## config.mk

```make
export PLATFORM = sky130hd
export DESIGN_NAME = tictactoe_game_ctrl
export DESIGN_NICKNAME = d
export VERILOG_FILES = /design/src/rtl/tictactoe_game_ctrl.sv
export SDC_FILE = /design/constraint.sdc
export NUM_CORES = 1
export LEC_CHECK = 0
export CAP_MARGIN = 20
export CORE_ASPECT_RATIO = 0.9
export CORE_MARGIN = 1
export CORE_UTILIZATION = 49
export CTS_CLUSTER_DIAMETER = 60
export DETAILED_ROUTE_END_ITERATION = 10
export PLACE_DENSITY_LB_ADDON = 0.15
export SYNTH_ARGS = -nofsm -noshare
export SYNTH_HDL_FRONTEND = slang
export SYNTH_SLANG_ARGS = --single-unit
```

## constraint.sdc

```tcl
create_clock -name Clock -period 3.1 [get_ports Clock]
set_clock_uncertainty 0.15 [all_clocks]
set_input_delay 0.62 -clock Clock [delete_from_list [all_inputs] [get_ports Clock]]
set_output_delay 0.62 -clock Clock [all_outputs]
set_load 0.005 [all_outputs]
```

## src/rtl/tictactoe_game_ctrl.sv

```systemverilog
// Tic-tac-toe game controller: synchronized push buttons drive a cursor/placement FSM
// that scans one board line per cycle after each move. Define TTT_BTN_DEBOUNCE_EN for debounce.
module tictactoe_game_ctrl #(
    parameter int unsigned DEBOUNCE_CYCLES = 250000
) (
    input  logic        Clock,
    input  logic        Reset,
    input  logic        iBtnUp,
    input  logic        iBtnDown,
    input  logic        iBtnLeft,
    input  logic        iBtnRight,
    input  logic        iBtnSelect,
    output logic [3:0]  oMarkedBlockPosX,
    output logic [3:0]  oMarkedBlockPosY,
    output logic [0:17] oSymVector,
    output logic [14:0] oWinSeqPos,
    output logic        oWinFlag,
    output logic        oDrawFlag,
    output logic        oTurn
);

    typedef enum logic [1:0] {S_PLAY, S_CHECK, S_WIN, S_DRAW} state_e;

    localparam int NB = 5;

    // Bit order doubles as the action priority: select, up, down, left, right.
    logic [NB-1:0] btn_raw;
    logic [NB-1:0] sync1_q, sync2_q;
    logic [NB-1:0] level;
    logic [NB-1:0] level_prev_q;
    logic [NB-1:0] press;

    assign btn_raw = {iBtnSelect, iBtnUp, iBtnDown, iBtnLeft, iBtnRight};

    always_ff @(posedge Clock or negedge Reset) begin
        if (!Reset) begin
            sync1_q <= '0;
            sync2_q <= '0;
        end else begin
            sync1_q <= btn_raw;
            sync2_q <= sync1_q;
        end
    end

`ifdef TTT_BTN_DEBOUNCE_EN
    localparam int CNT_W = $clog2(DEBOUNCE_CYCLES + 1);
    localparam logic [CNT_W-1:0] CNT_LAST = CNT_W'(DEBOUNCE_CYCLES - 1);

    for (genvar gi = 0; gi < NB; gi++) begin : g_debounce
        logic [CNT_W-1:0] cnt_q;
        logic             db_q;

        // The level flips only after DEBOUNCE_CYCLES consecutive differing samples.
        always_ff @(posedge Clock or negedge Reset) begin
            if (!Reset) begin
                cnt_q <= '0;
                db_q  <= 1'b0;
            end else if (sync2_q[gi] == db_q) begin
                cnt_q <= '0;
            end else if (cnt_q == CNT_LAST) begin
                cnt_q <= '0;
                db_q  <= sync2_q[gi];
            end else begin
                cnt_q <= cnt_q + 1'b1;
            end
        end

        assign level[gi] = db_q;
    end
`else
    assign level = sync2_q;

    // DEBOUNCE_CYCLES has no effect without the filter.
    if (DEBOUNCE_CYCLES == 0) begin : g_no_filter
    end
`endif

    always_ff @(posedge Clock or negedge Reset) begin
        if (!Reset) begin
            level_prev_q <= '0;
        end else begin
            level_prev_q <= level;
        end
    end

    assign press = level & ~level_prev_q;

    logic p_sel, p_up, p_down, p_left, p_right;
    assign {p_sel, p_up, p_down, p_left, p_right} = press;

    state_e      state_q, state_d;
    logic [1:0]  pos_x_q, pos_x_d;
    logic [1:0]  pos_y_q, pos_y_d;
    logic [0:17] board_q, board_d;
    logic [3:0]  move_cnt_q, move_cnt_d;
    logic [2:0]  line_q, line_d;
    logic        turn_q, turn_d;
    logic [14:0] win_seq_q, win_seq_d;
    logic        win_flag_q, draw_flag_q;

    // Cells of line l as {first, second, third}, in scan order rows, columns, diagonals.
    function automatic logic [11:0] line_cells(input logic [2:0] l);
        case (l)
            3'd0:    line_cells = {4'd0, 4'd1, 4'd2};
            3'd1:    line_cells = {4'd3, 4'd4, 4'd5};
            3'd2:    line_cells = {4'd6, 4'd7, 4'd8};
            3'd3:    line_cells = {4'd0, 4'd3, 4'd6};
            3'd4:    line_cells = {4'd1, 4'd4, 4'd7};
            3'd5:    line_cells = {4'd2, 4'd5, 4'd8};
            3'd6:    line_cells = {4'd0, 4'd4, 4'd8};
            default: line_cells = {4'd2, 4'd4, 4'd6};
        endcase
    endfunction

    logic [11:0] cells;
    logic [3:0]  ca, cb, cc;
    logic [1:0]  va, vb, vc;
    logic        line_match;
    logic [3:0]  cur_cell;
    logic [1:0]  cur_val;

    assign cells      = line_cells(line_q);
    assign ca         = cells[11:8];
    assign cb         = cells[7:4];
    assign cc         = cells[3:0];
    assign va         = board_q[{ca, 1'b0} +: 2];
    assign vb         = board_q[{cb, 1'b0} +: 2];
    assign vc         = board_q[{cc, 1'b0} +: 2];
    assign line_match = (va != 2'b00) && (va == vb) && (va == vc);

    assign cur_cell = {2'b00, pos_x_q} + {1'b0, pos_y_q, 1'b0} + {2'b00, pos_y_q};
    assign cur_val  = board_q[{cur_cell, 1'b0} +: 2];

    always_comb begin
        state_d    = state_q;
        pos_x_d    = pos_x_q;
        pos_y_d    = pos_y_q;
        board_d    = board_q;
        move_cnt_d = move_cnt_q;
        line_d     = line_q;
        turn_d     = turn_q;
        win_seq_d  = win_seq_q;

        case (state_q)
            S_PLAY: begin
                if (p_sel) begin
                    if (cur_val == 2'b00) begin
                        board_d[{cur_cell, 1'b0} +: 2] = turn_q ? 2'b10 : 2'b01;
                        move_cnt_d = move_cnt_q + 4'd1;
                        line_d     = 3'd0;
                        state_d    = S_CHECK;
                    end
                end else if (p_up) begin
                    pos_y_d = (pos_y_q == 2'd0) ? 2'd2 : pos_y_q - 2'd1;
                end else if (p_down) begin
                    pos_y_d = (pos_y_q == 2'd2) ? 2'd0 : pos_y_q + 2'd1;
                end else if (p_left) begin
                    pos_x_d = (pos_x_q == 2'd0) ? 2'd2 : pos_x_q - 2'd1;
                end else if (p_right) begin
                    pos_x_d = (pos_x_q == 2'd2) ? 2'd0 : pos_x_q + 2'd1;
                end
            end
            S_CHECK: begin
                if (line_match) begin
                    win_seq_d = {cc, 1'b0, cb, 1'b0, ca, 1'b0};
                    state_d   = S_WIN;
                end else if (line_q == 3'd7) begin
                    if (move_cnt_q == 4'd9) begin
                        state_d = S_DRAW;
                    end else begin
                        turn_d  = ~turn_q;
                        state_d = S_PLAY;
                    end
                end else begin
                    line_d = line_q + 3'd1;
                end
            end
            S_WIN, S_DRAW: begin
                if (p_sel) begin
                    board_d    = '0;
                    win_seq_d  = '0;
                    move_cnt_d = '0;
                    turn_d     = 1'b0;
                    state_d    = S_PLAY;
                end
            end
            default: state_d = S_PLAY;
        endcase
    end

    always_ff @(posedge Clock or negedge Reset) begin
        if (!Reset) begin
            state_q     <= S_PLAY;
            pos_x_q     <= '0;
            pos_y_q     <= '0;
            board_q     <= '0;
            move_cnt_q  <= '0;
            line_q      <= '0;
            turn_q      <= 1'b0;
            win_seq_q   <= '0;
            win_flag_q  <= 1'b0;
            draw_flag_q <= 1'b0;
        end else begin
            state_q     <= state_d;
            pos_x_q     <= pos_x_d;
            pos_y_q     <= pos_y_d;
            board_q     <= board_d;
            move_cnt_q  <= move_cnt_d;
            line_q      <= line_d;
            turn_q      <= turn_d;
            win_seq_q   <= win_seq_d;
            win_flag_q  <= (state_d == S_WIN);
            draw_flag_q <= (state_d == S_DRAW);
        end
    end

    assign oMarkedBlockPosX = {2'b00, pos_x_q};
    assign oMarkedBlockPosY = {2'b00, pos_y_q};
    assign oSymVector       = board_q;
    assign oWinSeqPos       = win_seq_q;
    assign oWinFlag         = win_flag_q;
    assign oDrawFlag        = draw_flag_q;
    assign oTurn            = turn_q;

endmodule

```

==> run summary <==
The clock latency on the worst-skew pair came out at 0.34 ns. Max-cap violations in this run came to 0. The data arrival time of the critical path came out at 3.20 ns. Traced cell by cell, the critical path runs through ha_2 -> ha_4 -> buf_4 -> a311oi_4 -> a22oi_1 -> a22o_1 -> or3_4 -> a211oi_4 -> buf_4 -> o31ai_2 -> a21boi_1.

The share of the Yosys chip area taken by registers is 0.427. In this run the deepest clock path goes through 2 buffers. The half-perimeter wire length after detailed placement is 6.27 mm. The number of buffers created by CTS is 9. TritonCTS built the clock tree. The leading cell type in the layout, fill and taps excluded is sky130_fd_sc_hd__buf_4. The critical path data required time is 3.17 ns.

The leading register cell type out of synthesis is sky130_fd_sc_hd__dfrtp_1. The flow ran to the end, but the final reports show violations. Across all register-to-register paths, the minimum setup slack is -0.03 ns.

The final period demand of the worst path came out at 3.13 ns. The total DRC errors in the routed layout came out at 0. The analysis attributes to cell leakage a power of 2.26 nW. The checks that failed: negative setup slack. The number of antenna repair diodes is 0. The number of synthesis warnings is 0.

The worst-path maximum fanout is 6. Of the available clock period, the critical path in the final layout requires 1.01. The startpoint identified for the worst register-to-register timing path is line_q[0]. The synthesized area per cell came out at 10.0 sq um. Entering global routing, the biggest net connects 59 pins. The H-tree level count is 3.

The proportion of register bits with asynchronous set or reset after synthesis came out at 1.00. The largest single stage delay on the critical path is 0.44 ns. For this configuration, the core starts out at a cell density of 0.511. The placement-stage worst setup slack came out at -0.418 ns.

Counting stages on the worst path, the most repeated cell is sky130_fd_sc_hd__buf_4. Setup repair after global routing could not meet its margin everywhere. Measured on the finished design, the core utilization comes to 0.731.

Adding up every negative setup slack in the final design gives -0.0889 ns. The worst-case setup margin in the final layout is -0.0284 ns. The critical path in this run is classified as flop to flop. The synthesized cell area came out at 3400 sq um. The sum of routed wire length over all layers is 9.24 mm. After technology mapping, the gate count stands at 339. The CTS sink count is 58. The I/O pin count came out at 51. Counting flops with a built-in enable in the synthesized netlist gives 0. The placed cell count is 509. The initial antenna violation count came out at 0. The via count of the first global-routing pass came out at 2876. The reg-to-reg critical path endpoint is oDrawFlag. The area of the placeable core is 6660 sq um. The die is 81.0 um tall. The residual overflow from global routing is 0. The initialized floorplan defines 28 standard-cell rows. The number of port buffers came out at 41.

The total routing usage reported by global routing came out at 0.264. The final standard cell area without fillers is 4870 sq um. In this run the remaining antenna-violating nets after routing total 0. The routed via count divided by cell count came out at 5.64. The floorplan step set the die width to 89.8 um.

The number of storage elements in the synthesis netlist came out at 58. The number of distinct library cells after synthesis is 61. The slowest stage of the critical path is the sky130_fd_sc_hd__dfrtp_2 cell. The net total in the final layout came out at 474. Summing all placed instances gives a cell area of 4250 sq um. The number of vias in the routed layout came out at 3070. The number of setup violations in the final report came out at 7. The worst min-delay path class is flop to flop.

The worst hold path passes through 0 cells. The clock-pin transition on the worst setup and hold timing paths came out at 0.07 ns. CTS placed an instance of sky130_fd_sc_hd__clkbuf_8 at the clock tree root. The die covers 7270 sq um.

The maximum resistive drop on vdd is 0.677 mV. The wire length of the first global-routing pass came out at 14.6 mm. The slew at the pin closest to its max-slew limit came out at 0.749 ns. The share of cells above drive strength 1 came out at 0.308. The final hold violation count came to 0. Static timing analysis puts the maximum clock frequency at 320 MHz. The cell count of the worst reg-to-reg path came out at 11.

The total buffers and inverters traversed by the critical path is 2. Among cell families on the critical path, the largest total delay comes from compound AO/OA/AOI/OAI gates. The areal power density over the cells is 1330 nW/um^2. The kind of launch point of the worst setup path is a flop. The initial DRC count is 236. The headroom to the max-slew limit came out at 0.500. At the end of routability-driven placement, the weighted congestion stood at 0.859. In this run the most critical hold path is launched from sync1_q[2].

The library cells used most frequently in the layout, excluding fill and tap cells, are sky130_fd_sc_hd__buf_4 (69), sky130_fd_sc_hd__dfrtp_1 (57), sky130_fd_sc_hd__clkdlybuf4s50_1 (40), sky130_fd_sc_hd__nand2_1 (34), sky130_fd_sc_hd__mux2i_1 (27). The count of final max-slew check failures came out at 0. The worst hold path endpoint is level[2]. The worst setup path is captured at a flop. The final-layout fill cell count came out at 508.

The number of non-filler instances in the completed layout came out at 544. The first detailed-routing pass ran for 4 iterations. The routed wirelength normalized by instance count came out at 17.0 um. The growth of design area from synthesis to finish is 43.3%.
worst max-delay path by stage:
| stage | slack [ns] | from | depth (start not counted) | to |
|---|---|---|---|---|
| finish | -0.03 | line_q[0] | 11 | oDrawFlag |
| global route | -0.09 | line_q[0] | 13 | oWinSeqPos[2] |
| CTS | -0.05 | line_q[0] | 12 | line_q[0] |
| detailed placement | -0.42 | line_q[0] | 12 | oDrawFlag |
| global placement | -0.41 | line_q[0] | 12 | oDrawFlag |
| floorplan | 0.01 | line_q[0] | 11 | line_q[1] |
cell families after synthesis:
logic type	Yosys count	share of synthesized area
buf+inv	39	0.0607
simple gates	110	0.165
compound gates	79	0.168
other cells	1	0.00110
flops	58	0.427
mux	31	0.0994
xor+xnor	3	0.00773
fa+ha+maj	18	0.0707
per-stage QoR:
| stage | total power, mW | hold WS [ns] |
|---|---|---|
| 6_report | 6.47 | 0.201 |
| 5_1_grt | 6.85 | 0.210 |
| 4_1_cts | 6.07 | 0.203 |
| 3_5_place_dp | 4.83 | 0.187 |
| 3_3_place_gp | 4.74 | 0.181 |
| 2_1_floorplan | 3.33 | 0.174 |
repair_timing:
| item | 4_1_cts | 5_1_grt |
|---|---|---|
| hold endpoints to repair | 0 | 0 |
| pin swaps | 7 | 9 |
| endpoints found under the setup margin | 32 | 35 |
| cloned | 0 | 0 |
| resized for setup | 34 | 17 |
| hold buffers | 0 | 0 |
| setup buffers | 10 | 9 |
state kept, by name, summed over array words and instances (netlist names):
name / count
oDrawFlag: 1
pos_y_q: 2
state_q: 2
pos_x_q: 2
oSymVector: 18
line_q: 3
oTurn: 1
level_prev_q: 5
oWinSeqPos: 9
level: 5
oWinFlag: 1
sync1_q: 5
move_cnt_q: 4
routing by layer:
metal  part of all wire  global-route usage  up-vias
met4              0.013              0.0869        0
met2               0.46               0.414      117
met1               0.47               0.366     1518
met5                  0                   0        -
met3              0.057              0.0562       13
li1                   -                   -     1422
cells in the mapped netlist, types with 4 or more instances:
cell / instances / area share
sky130_fd_sc_hd__a211oi_1: 6 / 0.013
sky130_fd_sc_hd__a21oi_1: 11 / 0.016
sky130_fd_sc_hd__a221oi_1: 6 / 0.015
sky130_fd_sc_hd__a22o_1: 9 / 0.023
sky130_fd_sc_hd__and3_1: 4 / 0.0074
sky130_fd_sc_hd__buf_4: 11 / 0.024
sky130_fd_sc_hd__clkbuf_1: 9 / 0.0099
sky130_fd_sc_hd__dfrtp_1: 58 / 0.43
sky130_fd_sc_hd__ha_1: 16 / 0.059
sky130_fd_sc_hd__inv_1: 13 / 0.014
sky130_fd_sc_hd__mux2i_1: 27 / 0.080
sky130_fd_sc_hd__nand2_1: 34 / 0.038
sky130_fd_sc_hd__nand2b_1: 8 / 0.015
sky130_fd_sc_hd__nor2_1: 27 / 0.030
sky130_fd_sc_hd__nor2b_1: 4 / 0.0074
sky130_fd_sc_hd__nor3_1: 10 / 0.015
sky130_fd_sc_hd__o21ai_0: 20 / 0.029
sky130_fd_sc_hd__or3_1: 4 / 0.0074
final cells by class:
| class | count | area, sq um | share of cell area |
|---|---|---|---|
| clock buffer | 10 | 138 | 0.0283 |
| clock inverter | 6 | 88.8 | 0.0182 |
| inverter | 14 | 52.6 | 0.0108 |
| multi-input combinational | 250 | 2010 | 0.413 |
| sequential | 58 | 1450 | 0.298 |
| tap | 90 | 113 | 0.0231 |
| timing repair buffer | 116 | 1010 | 0.208 |
power breakdown:
group | internal [mW] | switching, mW
sequential | 0.982 | 0.261
combinational | 2.34 | 2.09
clock | 0.475 | 0.325
Note: power is estimated with default switching activity, not from simulation.
